`config.mk`:
```
export PLATFORM = sky130hd
export DESIGN_NAME = stage_four
export DESIGN_NICKNAME = d
export VERILOG_FILES = /design/src/rtl/stage_four.sv
export SDC_FILE = /design/constraint.sdc
export NUM_CORES = 1
export LEC_CHECK = 0
export ABC_AREA = 0
export CAP_MARGIN = 5
export CORE_ASPECT_RATIO = 0.5
export CORE_MARGIN = 3
export CORE_UTILIZATION = 58
export DETAILED_ROUTE_END_ITERATION = 6
export PLACE_DENSITY_LB_ADDON = 0.25
export SLEW_MARGIN = 20
export SYNTH_ARGS = -nofsm -noshare
export SYNTH_HDL_FRONTEND = slang
export SYNTH_SLANG_ARGS = --single-unit
```
`constraint.sdc`:
```
create_clock -name clk -period 2.39 [get_ports clk]
set_input_delay 0.239 -clock clk [delete_from_list [all_inputs] [get_ports clk]]
set_output_delay 0.239 -clock clk [all_outputs]
set_load 0.05 [all_outputs]
```
`src/rtl/stage_four.sv`:
```
// stage_four: write-back stage; holds the s3/s4 pipeline register and the REGS x WIDTH register file, commits results, serves two bypassed read ports plus r0_data, and exports the in-flight write-back (s4_wb_en/addr/data); halt_sys freezes all state
module stage_four #(
  parameter int REGS = 16,
  parameter int WIDTH = 16
) (
  input  logic               clk,
  input  logic               rst,
  input  logic               halt_sys,
  input  logic [2*WIDTH-1:0] s3_data,
  input  logic [15:0]        s3_instruction,
  input  logic [1:0]         s3_wbc,
  input  logic [3:0]         rd1_addr,
  input  logic [3:0]         rd2_addr,
  output logic [WIDTH-1:0]   rd1_data,
  output logic [WIDTH-1:0]   rd2_data,
  output logic [WIDTH-1:0]   r0_data,
  output logic               s4_wb_en,
  output logic [3:0]         s4_wb_addr,
  output logic [2*WIDTH-1:0] s4_wb_data
);
  logic               wb_en_q, wb_en_d, wr32_q, wr32_d;
  logic [3:0]         wb_addr_q, wb_addr_d;
  logic [2*WIDTH-1:0] wb_data_q, wb_data_d;
  logic [WIDTH-1:0]   rf_q [REGS];
  logic [WIDTH-1:0]   rf_d [REGS];
  logic               unused_instr;
  assign unused_instr = ^{s3_instruction[15:12], s3_instruction[7:0]};
  function automatic logic [WIDTH-1:0] rd_byp(input logic [3:0] a);
    return (wr32_q && a == 4'd0) ? wb_data_q[2*WIDTH-1:WIDTH] :
           (wb_en_q && a == wb_addr_q) ? wb_data_q[WIDTH-1:0] : rf_q[a];
  endfunction
  always_comb begin
    wb_en_d   = halt_sys ? wb_en_q   : s3_wbc[0];
    wr32_d    = halt_sys ? wr32_q    : s3_wbc[1];
    wb_addr_d = halt_sys ? wb_addr_q : s3_instruction[11:8];
    wb_data_d = halt_sys ? wb_data_q : s3_data;
    rf_d = rf_q;
    if (!halt_sys && wb_en_q) rf_d[wb_addr_q] = wb_data_q[WIDTH-1:0];
    if (!halt_sys && wr32_q) rf_d[0] = wb_data_q[2*WIDTH-1:WIDTH];
    rd1_data = rd_byp(rd1_addr);
    rd2_data = rd_byp(rd2_addr);
    r0_data  = rd_byp(4'd0);
  end
  always_ff @(posedge clk) begin
    if (rst) begin
      wb_en_q   <= 1'b0;
      wr32_q    <= 1'b0;
      wb_addr_q <= '0;
      wb_data_q <= '0;
      rf_q      <= '{default: '0};
    end else begin
      wb_en_q   <= wb_en_d;
      wr32_q    <= wr32_d;
      wb_addr_q <= wb_addr_d;
      wb_data_q <= wb_data_d;
      rf_q      <= rf_d;
    end
  end
  assign s4_wb_en   = wb_en_q;
  assign s4_wb_addr = wb_addr_q;
  assign s4_wb_data = wb_data_q;
endmodule

```
==> flow_metrics.py, run 1 <==
metrics = {
    "outcome": {
        "status": "complete, but fails checks",
        "violations": "setup timing",
    },
    "cts": {
        "htree_levels": 1,
        "cts_inserted_buffers": 27,
        "cts_tree": "done",
        "cts.reportedPaths.clkPinSlew_ns": 0.07,
        "clock-sinks": 294,
        "clock_latency_ns": 0.58,
        "clock_path_buffers": 3,
        "clockRootBuffer": "clkbuf_16",
    },
    "critical_path": {
        "slowest_delay_ns": 0.53,
        "cpLargestDelayFamily": "multiplexers",
        "worstSetupStartpointType": "flop",
        "cp.required_ns": 2.15,
        "crit_fanout": 3,
        "setup.worst_path.class": "reg -> out",
        "path_cells": "mux4_2, mux2i_1, buf_4, a211oi_4, a221o_1, buf_6",
        "critPathBufInv": 2,
        "cp-end-kind": "output port",
        "arrival_ns": 2.37,
        "crit_path_top_delay_cell": "mux4_2",
    },
    "floorplanning": {
        "die_area_sq_mm": 0.02927,
        "die_w_um": 239.0,
        "start_util_pct": 60.75,
        "chipHeight_um": 122.5,
        "ios": 146,
        "core-area_sq_mm": 0.02591,
        "row_count": 41,
    },
    "power": {
        "power.share.sequential_pct": 42.9,
        "switchingPower_mw": 3.280,
        "cellLeakagePower_nw": 8.158,
        "powerDensity_mw_per_mm2": 559.4,
        "switching_share_pct": 27.95,
        "ir_worst_vdd_mv": 0.6218,
        "comb_power_share_pct": 17.1,
        "intPower_mw": 8.454,
        "clkPwrFrac_pct": 40.0,
    },
    "global_routing": {
        "overflow": 0,
        "grt_start_max_net_pins": 103,
        "grt_pass1_wl_um": 86450,
        "grt_usage_pct": 39.01,
        "antenna_found_initial": 1,
        "grt_pass1_vias": 14097,
    },
    "synthesis": {
        "synth_area_leaders": "dfxtp_1 (37%), mux4_2 (17%), mux2i_1 (17%), nor2_1 (5.9%), nand2_1 (3.0%)",
        "ys_seq_area_share_pct": 37.40,
        "netlist_area_sq_mm": 0.01574,
        "synth-edff-count": 0,
        "syn_inst": 1591,
        "syn-num-nets": 1652,
        "ys_types": 46,
        "synth_top_area_cell": "dfxtp_1",
        "synth.avg_cell_area_sq_um": 9.892,
        "synth_top_cell_area_share_pct": 37.40,
        "yosysWarnings": 0,
        "synthArstFlopShare_pct": 0,
        "synth-main-ff-cell": "dfxtp_1",
        "synth-seq-cells": 294,
    },
    "drt": {
        "wire_per_inst_um": 27.11,
        "dr.pass1.iters": 6,
        "wl_um": 58350,
        "route.detailed.drc": 0,
        "dr_total_vias": 14772,
        "dr.first_iter.drc_count": 2371,
        "vias_per_cell": 6.864,
        "detail-route-antenna-nets": 0,
    },
    "cells_and_area": {
        "fill_cells": 1431,
        "n_antenna_cell": 0,
        "multiInputGateArea_sq_mm": 0.01006,
        "areaGrowthSynthToFinish_pct": 33.27,
        "drive_gt1_share_pct": 34.79,
        "layout_common_cells": "mux2i_1 (245), dfxtp_1 (245), nor2_1 (239)",
        "seq_area_sq_mm": 0.005969,
        "nets": 1850,
        "final_core_util_pct": 80.97,
    },
    "sta": {
        "rsz0062_at_grt": "yes",
        "layout_setup_ws_ns": -0.2232,
        "hold_viol": 0,
        "period_share_pct": 109.3,
        "fin_skew_ns": 0.01896,
        "hold_ws_ns": 0.2580,
        "finalSetupViolCount": 48,
        "period_needed_ns": 2.613,
        "drv_slew": 0,
        "max_freq_mhz": 382.7,
        "worstMarginPinSlew_ns": 0.8706,
        "slew_headroom_pct": 41.96,
    },
    "placed_design": {
        "portBuffers": 133,
        "gp_congestion": 0.9941,
        "dp_hpwl_um": 38840,
    },
    "min_path": {
        "hp-class": "in -> reg",
    },
    "flow_run": {
        "max_cap_violations": 0,
    },
}
-- logic make-up (layout without fill, tap and decap cells) --
| family | after synthesis | in the layout | share of synthesized area [%] |
|---|---|---|---|
| XOR/XNOR | 8 | 8 | 0.4452 |
| AND/OR/NAND/NOR | 522 | 522 | 14.50 |
| multiplexers | 387 | 387 | 34.18 |
| AO/OA/AOI/OAI | 210 | 210 | 8.673 |
| buffers and inverters | 170 | 387 | 4.802 |
| flip-flops | 294 | 294 | 37.40 |
-- power by group through the flow --
stage | sequential [mW] | combinational (mW) | clock [mW]
2_1_floorplan | 5.23 | 0.892 | 0
3_3_place_gp | 5.14 | 1.76 | 0
3_5_place_dp | 5.14 | 1.78 | 0
4_1_cts | 5.03 | 1.90 | 4.70
5_1_grt | 5.03 | 2.05 | 4.89
6_report | 5.03 | 2.00 | 4.70
-- flip-flops by register name, summed over array words and instances (netlist names) --
signal	flops
rf_q	256
s4_wb_data	32
s4_wb_addr	4
s4_wb_en	1
wr32_q	1
-- worst register-to-register path, cell delays in order, from the launching register on --
cell,delay [ns]
dfxtp_1,0.48
nor2b_1,0.54
nand2_1,0.52
mux2i_1,0.32
o21ai_0,0.12
nor2b_1,0.15
-- layout make-up --
type	instances	area share (%)
clock inverter	6	0.5727
sequential	294	28.46
timing repair buffer	338	17.04
clock buffer	42	3.919
inverter	1	0.01790
tap	344	2.052
multi-input combinational	1127	47.94
-- layer usage --
metal	wire length, um	up-vias	GRT usage, %
met5	16	-	0
met4	1860	2	10.78
met3	8760	197	13.94
met2	24760	1194	58.02
met1	22950	7216	54.15
li1	-	6163	-
-- synth_stat cells (2+ instances only) --
master      n
a211oi_1   18
o221a_2     4
mux4_2    120
buf_2      37
o21ai_0    18
and3_1      2
or2b_1      5
o22ai_1    22
mux2_2      4
o221a_1     7
xnor2_1     5
mux2i_1   263
buf_1      18
buf_6       2
xor2_1      3
or3_1       5
nor2_1    246
nand2b_1   10
o21ai_1     3
and2_1      3
a22oi_1    26
buf_4      15
nor3b_1     2
a221o_1     9
nand3_1    83
clkbuf_1   97
nand2_1   125
nor2b_1    24
a311oi_1   11
nor3_1      7
a21oi_1    89
dfxtp_1   294
-- path summary, 6_finish.rpt --
kind,from,cells past startpoint,slack [ns],endpoint
max,rf_q[7]$_SDFFE_PP0P_,6,-0.22,rd2_data[7]
min,halt_sys,4,0.26,rf_q[247]$_SDFFE_PP0P_
max reg2reg,s4_wb_en$_SDFFE_PP0N_,5,0.13,rf_q[246]$_SDFFE_PP0P_
min reg2reg,rf_q[236]$_SDFFE_PP0P_,2,0.47,rf_q[236]$_SDFFE_PP0P_
-- repair_timing --
item / CTS / global route
hold endpoints to repair: 0 / 0
gates resized for setup: 180 / 46
pin swaps: 71 / 16
setup endpoints to repair: 48 / 48
hold buffers: 0 / 0
gates cloned: 1 / 0
buffers inserted: 27 / 8
-- metrics by stage --
stage                     setup TNS (ns)  setup WS, ns  instances  instance area (sq um)  power (mW)
after floorplan                  -0.7157       -0.1089       1591                  15950       6.125
after global placement            -2.873       -0.2319       2069                  18840       6.893
after detailed placement          -4.111       -0.3019       2069                  18840       6.917
after CTS                         -3.149       -0.1703       2144                  20700       11.64
after global routing              -6.379       -0.2134       2152                  20980       11.98
final                             -4.588       -0.2232       2152                  20980       11.73
(Power assumes the default switching activity.)
==> inputs of run 2 (changes only) <==
==> constraint.sdc (replaced) <==
create_clock -name clk -period 2.5 [get_ports clk]
set_input_delay 0.25 -clock clk [delete_from_list [all_inputs] [get_ports clk]]
set_output_delay 0.25 -clock clk [all_outputs]
set_load 0.05 [all_outputs]
==> run 2 against run 1 <==
The flow still finishes with violations (setup timing). Non-clock buffer count is 45 lower. Global-route usage is 2.4 points lower. Clock power is 8.1% lower. Critical path type unchanged. Sequential power is 4.4% lower. Combinational power is 9.5% lower. Die area stayed put. Clock skew is 0.00060 ns higher. Final area is 3.1% lower.
==> flow_metrics.py, run 2 (synthesis gave the netlist of run 1 again) <==
metrics = {
    "cts": {
        "clockRootBuffer": "clkbuf_16",
        "clock_path_buffers": 3,
        "clock-sinks": 294,
        "cts_inserted_buffers": 27,
        "cts-hold-fix-buffers": 0,
        "clock_latency_ns": 0.57,
        "htree_levels": 1,
        "cts.reportedPaths.clkPinSlew_ns": 0.07,
        "cts_tree": "done",
    },
    "global_routing": {
        "antenna_found_initial": 1,
        "grt_pass1_wl_um": 82080,
        "gr-usage-met3_pct": 13.13,
        "overflow": 0,
        "grt_use_met2_pct": 54.92,
        "use_met1_pct": 51.05,
        "grt_usage_pct": 36.56,
        "grt_pass1_vias": 13613,
        "top_usage_layer": "met2",
        "grt_start_max_net_pins": 127,
    },
    "min_path": {
        "holdPathStages": 4,
        "hp-class": "in -> reg",
    },
    "cells_and_area": {
        "layout_common_cells": "dfxtp_1 (250), nor2_1 (245), mux2i_1 (245)",
        "final_area_sq_mm": 0.02033,
        "nets": 1805,
        "final_common_cell": "dfxtp_1",
        "drive_gt1_share_pct": 31.88,
        "largest_register_ffs": 256,
        "areaGrowthSynthToFinish_pct": 29.18,
        "top_register": "rf_q",
    },
    "critical_path": {
        "worst-r2r-cell-count": 7,
        "worstSetupStartpointType": "flop",
        "startpoint": "rf_q[148]$_SDFFE_PP0P_",
        "crit_path_end": "rd2_data[4]",
        "r2r_end": "rf_q[33]$_SDFFE_PP0P_",
        "rrSetupSlack_ns": 0.22,
        "setup.worst_path.class": "reg -> out",
        "cp.required_ns": 2.25,
        "crit_fanout": 3,
        "arrival_ns": 2.33,
        "worstReg2RegStart": "s4_wb_en$_SDFFE_PP0N_",
        "cp-end-kind": "output port",
    },
    "placed_design": {
        "place_ws_ns": -0.1058,
        "portBuffers": 133,
        "gp_congestion": 0.9907,
        "dpl-instance-area_sq_mm": 0.01861,
        "dp_hpwl_um": 37590,
    },
    "floorplanning": {
        "die_area_sq_mm": 0.02927,
        "start_util_pct": 60.75,
        "core-area_sq_mm": 0.02591,
        "row_count": 41,
        "die_w_um": 239.0,
        "ios": 146,
        "chipHeight_um": 122.5,
    },
    "sta": {
        "worstMarginPinSlew_ns": 0.9839,
        "layout_setup_ws_ns": -0.08059,
        "drv_slew": 0,
        "slew_headroom_pct": 34.40,
        "period_needed_ns": 2.581,
        "hold_viol": 0,
        "fin_skew_ns": 0.01956,
        "period_share_pct": 103.2,
        "max_freq_mhz": 387.5,
        "rsz0062_at_grt": "yes",
        "finalSetupViolCount": 17,
    },
    "power": {
        "powerDensity_mw_per_mm2": 538.0,
        "switchingPower_mw": 3.069,
        "intPower_mw": 7.870,
        "clkPwrFrac_pct": 39.5,
        "switching_share_pct": 28.05,
        "power.share.sequential_pct": 44.0,
        "comb_power_share_pct": 16.5,
        "ir_worst_vdd_mv": 0.5326,
        "cellLeakagePower_nw": 7.885,
    },
    "drt": {
        "dr.pass1.iters": 6,
        "wl_um": 54850,
        "dr_total_vias": 14460,
        "detail-route-antenna-nets": 0,
        "wire_per_inst_um": 26.02,
        "vias_per_cell": 6.860,
        "route.detailed.drc": 0,
        "dr.first_iter.drc_count": 2162,
    },
    "flow_run": {
        "max_cap_violations": 0,
    },
    "outcome": {
        "violations": "setup timing",
        "status": "complete, but fails checks",
    },
}
-- run 2: changes by cell type in the layout (fill, tap and decap cells not counted), moves of 5 or more --
cell      previous run  this run
a211oi_2            12        18
o22ai_2              2         8
a22oi_2             18         9
clkinv_2             2         7
a211oi_4             6         0
o22ai_4              6         1
nor2_2               7         2
a22oi_1              8        17
dfxtp_1            245       250
buf_4              167       129
nor2_1             239       245
buf_12              59        52
-- run 2: worst min path at each step --
| stage | slack (ns) | from | to |
|---|---|---|---|
| after CTS | 0.18 | halt_sys | rf_q[247]$_SDFFE_PP0P_ |
| after floorplan | 0.39 | s3_instruction[8] | s4_wb_addr[0]$_SDFFE_PP0N_ |
| final | 0.20 | halt_sys | rf_q[247]$_SDFFE_PP0P_ |
| after global routing | 0.21 | halt_sys | rf_q[246]$_SDFFE_PP0P_ |
| after global placement | 0.45 | rf_q[157]$_SDFFE_PP0P_ | rf_q[157]$_SDFFE_PP0P_ |
| after detailed placement | 0.45 | rf_q[91]$_SDFFE_PP0P_ | rf_q[91]$_SDFFE_PP0P_ |
-- run 2: metrics by stage --
step	setup TNS (ns)	utilization [%]	total power, mW	std cells	hold slack (ns)
6_report	-0.6407	78.48	10.94	2108	0.1954
5_1_grt	-2.184	78.47	11.20	2107	0.2084
4_1_cts	-0.09523	76.64	10.83	2103	0.1786
3_5_place_dp	-0.8159	71.85	6.570	2050	0.4550
3_3_place_gp	-0.2854	71.85	6.545	2050	0.4482
2_1_floorplan	-0.1272	-	5.855	1591	0.3939
-- run 2: worst max-delay path, cell delays in order (launching register included) --
cell and delay [ns]:
dfxtp_1 0.33, mux4_2 0.53, mux2i_1 0.19, buf_4 0.16
a211oi_2 0.06, a221o_1 0.31, buf_6 0.17
-- run 2: power groups by stage --
stage | registers (mW) | logic (mW) | clock network [mW]
floorplan | 5.00 | 0.853 | 0
global placement | 4.91 | 1.64 | 0
detailed placement | 4.91 | 1.66 | 0
CTS | 4.81 | 1.70 | 4.32
global route | 4.82 | 1.86 | 4.52
finish | 4.81 | 1.81 | 4.32
-- run 2: what timing repair did --
item / CTS / global route
buffers inserted: 6 / 4
gates cloned: 0 / 0
gates resized for setup: 80 / 106
pin swaps: 23 / 44
setup endpoints to repair: 48 / 32
-- run 2: layout make-up --
| class | instances | area, sq um |
|---|---|---|
| diodes | 1 | 2.502 |
| clock buffers | 37 | 783.3 |
| fillers | 1561 | 5574 |
| well taps | 344 | 430.4 |
| flip-flops and latches | 294 | 5956 |
| inverters | 1 | 3.754 |
| multi-input cells | 1127 | 9879 |
| clock inverters | 11 | 126.4 |
| repair buffers | 293 | 3151 |
-- run 2: metal layers --
metal  vias to the layer above  share of wire, %
li1                       6069                 -
met1                      7118                40
met2                      1129                43
met3                       144                15
met4                         0               2.5
met5                         -                 0
==> inputs of run 3 (changes only) <==
--- a/config.mk
+++ b/config.mk
@@ -11,6 +11,7 @@
 export CORE_MARGIN = 3
 export CORE_UTILIZATION = 58
 export DETAILED_ROUTE_END_ITERATION = 6
+export GPL_TIMING_DRIVEN = 1
 export PLACE_DENSITY_LB_ADDON = 0.25
 export SLEW_MARGIN = 20
 export SYNTH_ARGS = -nofsm -noshare
==> results of run 3 <==
The final DEF is identical to that of run 2; final timing and power are the same.
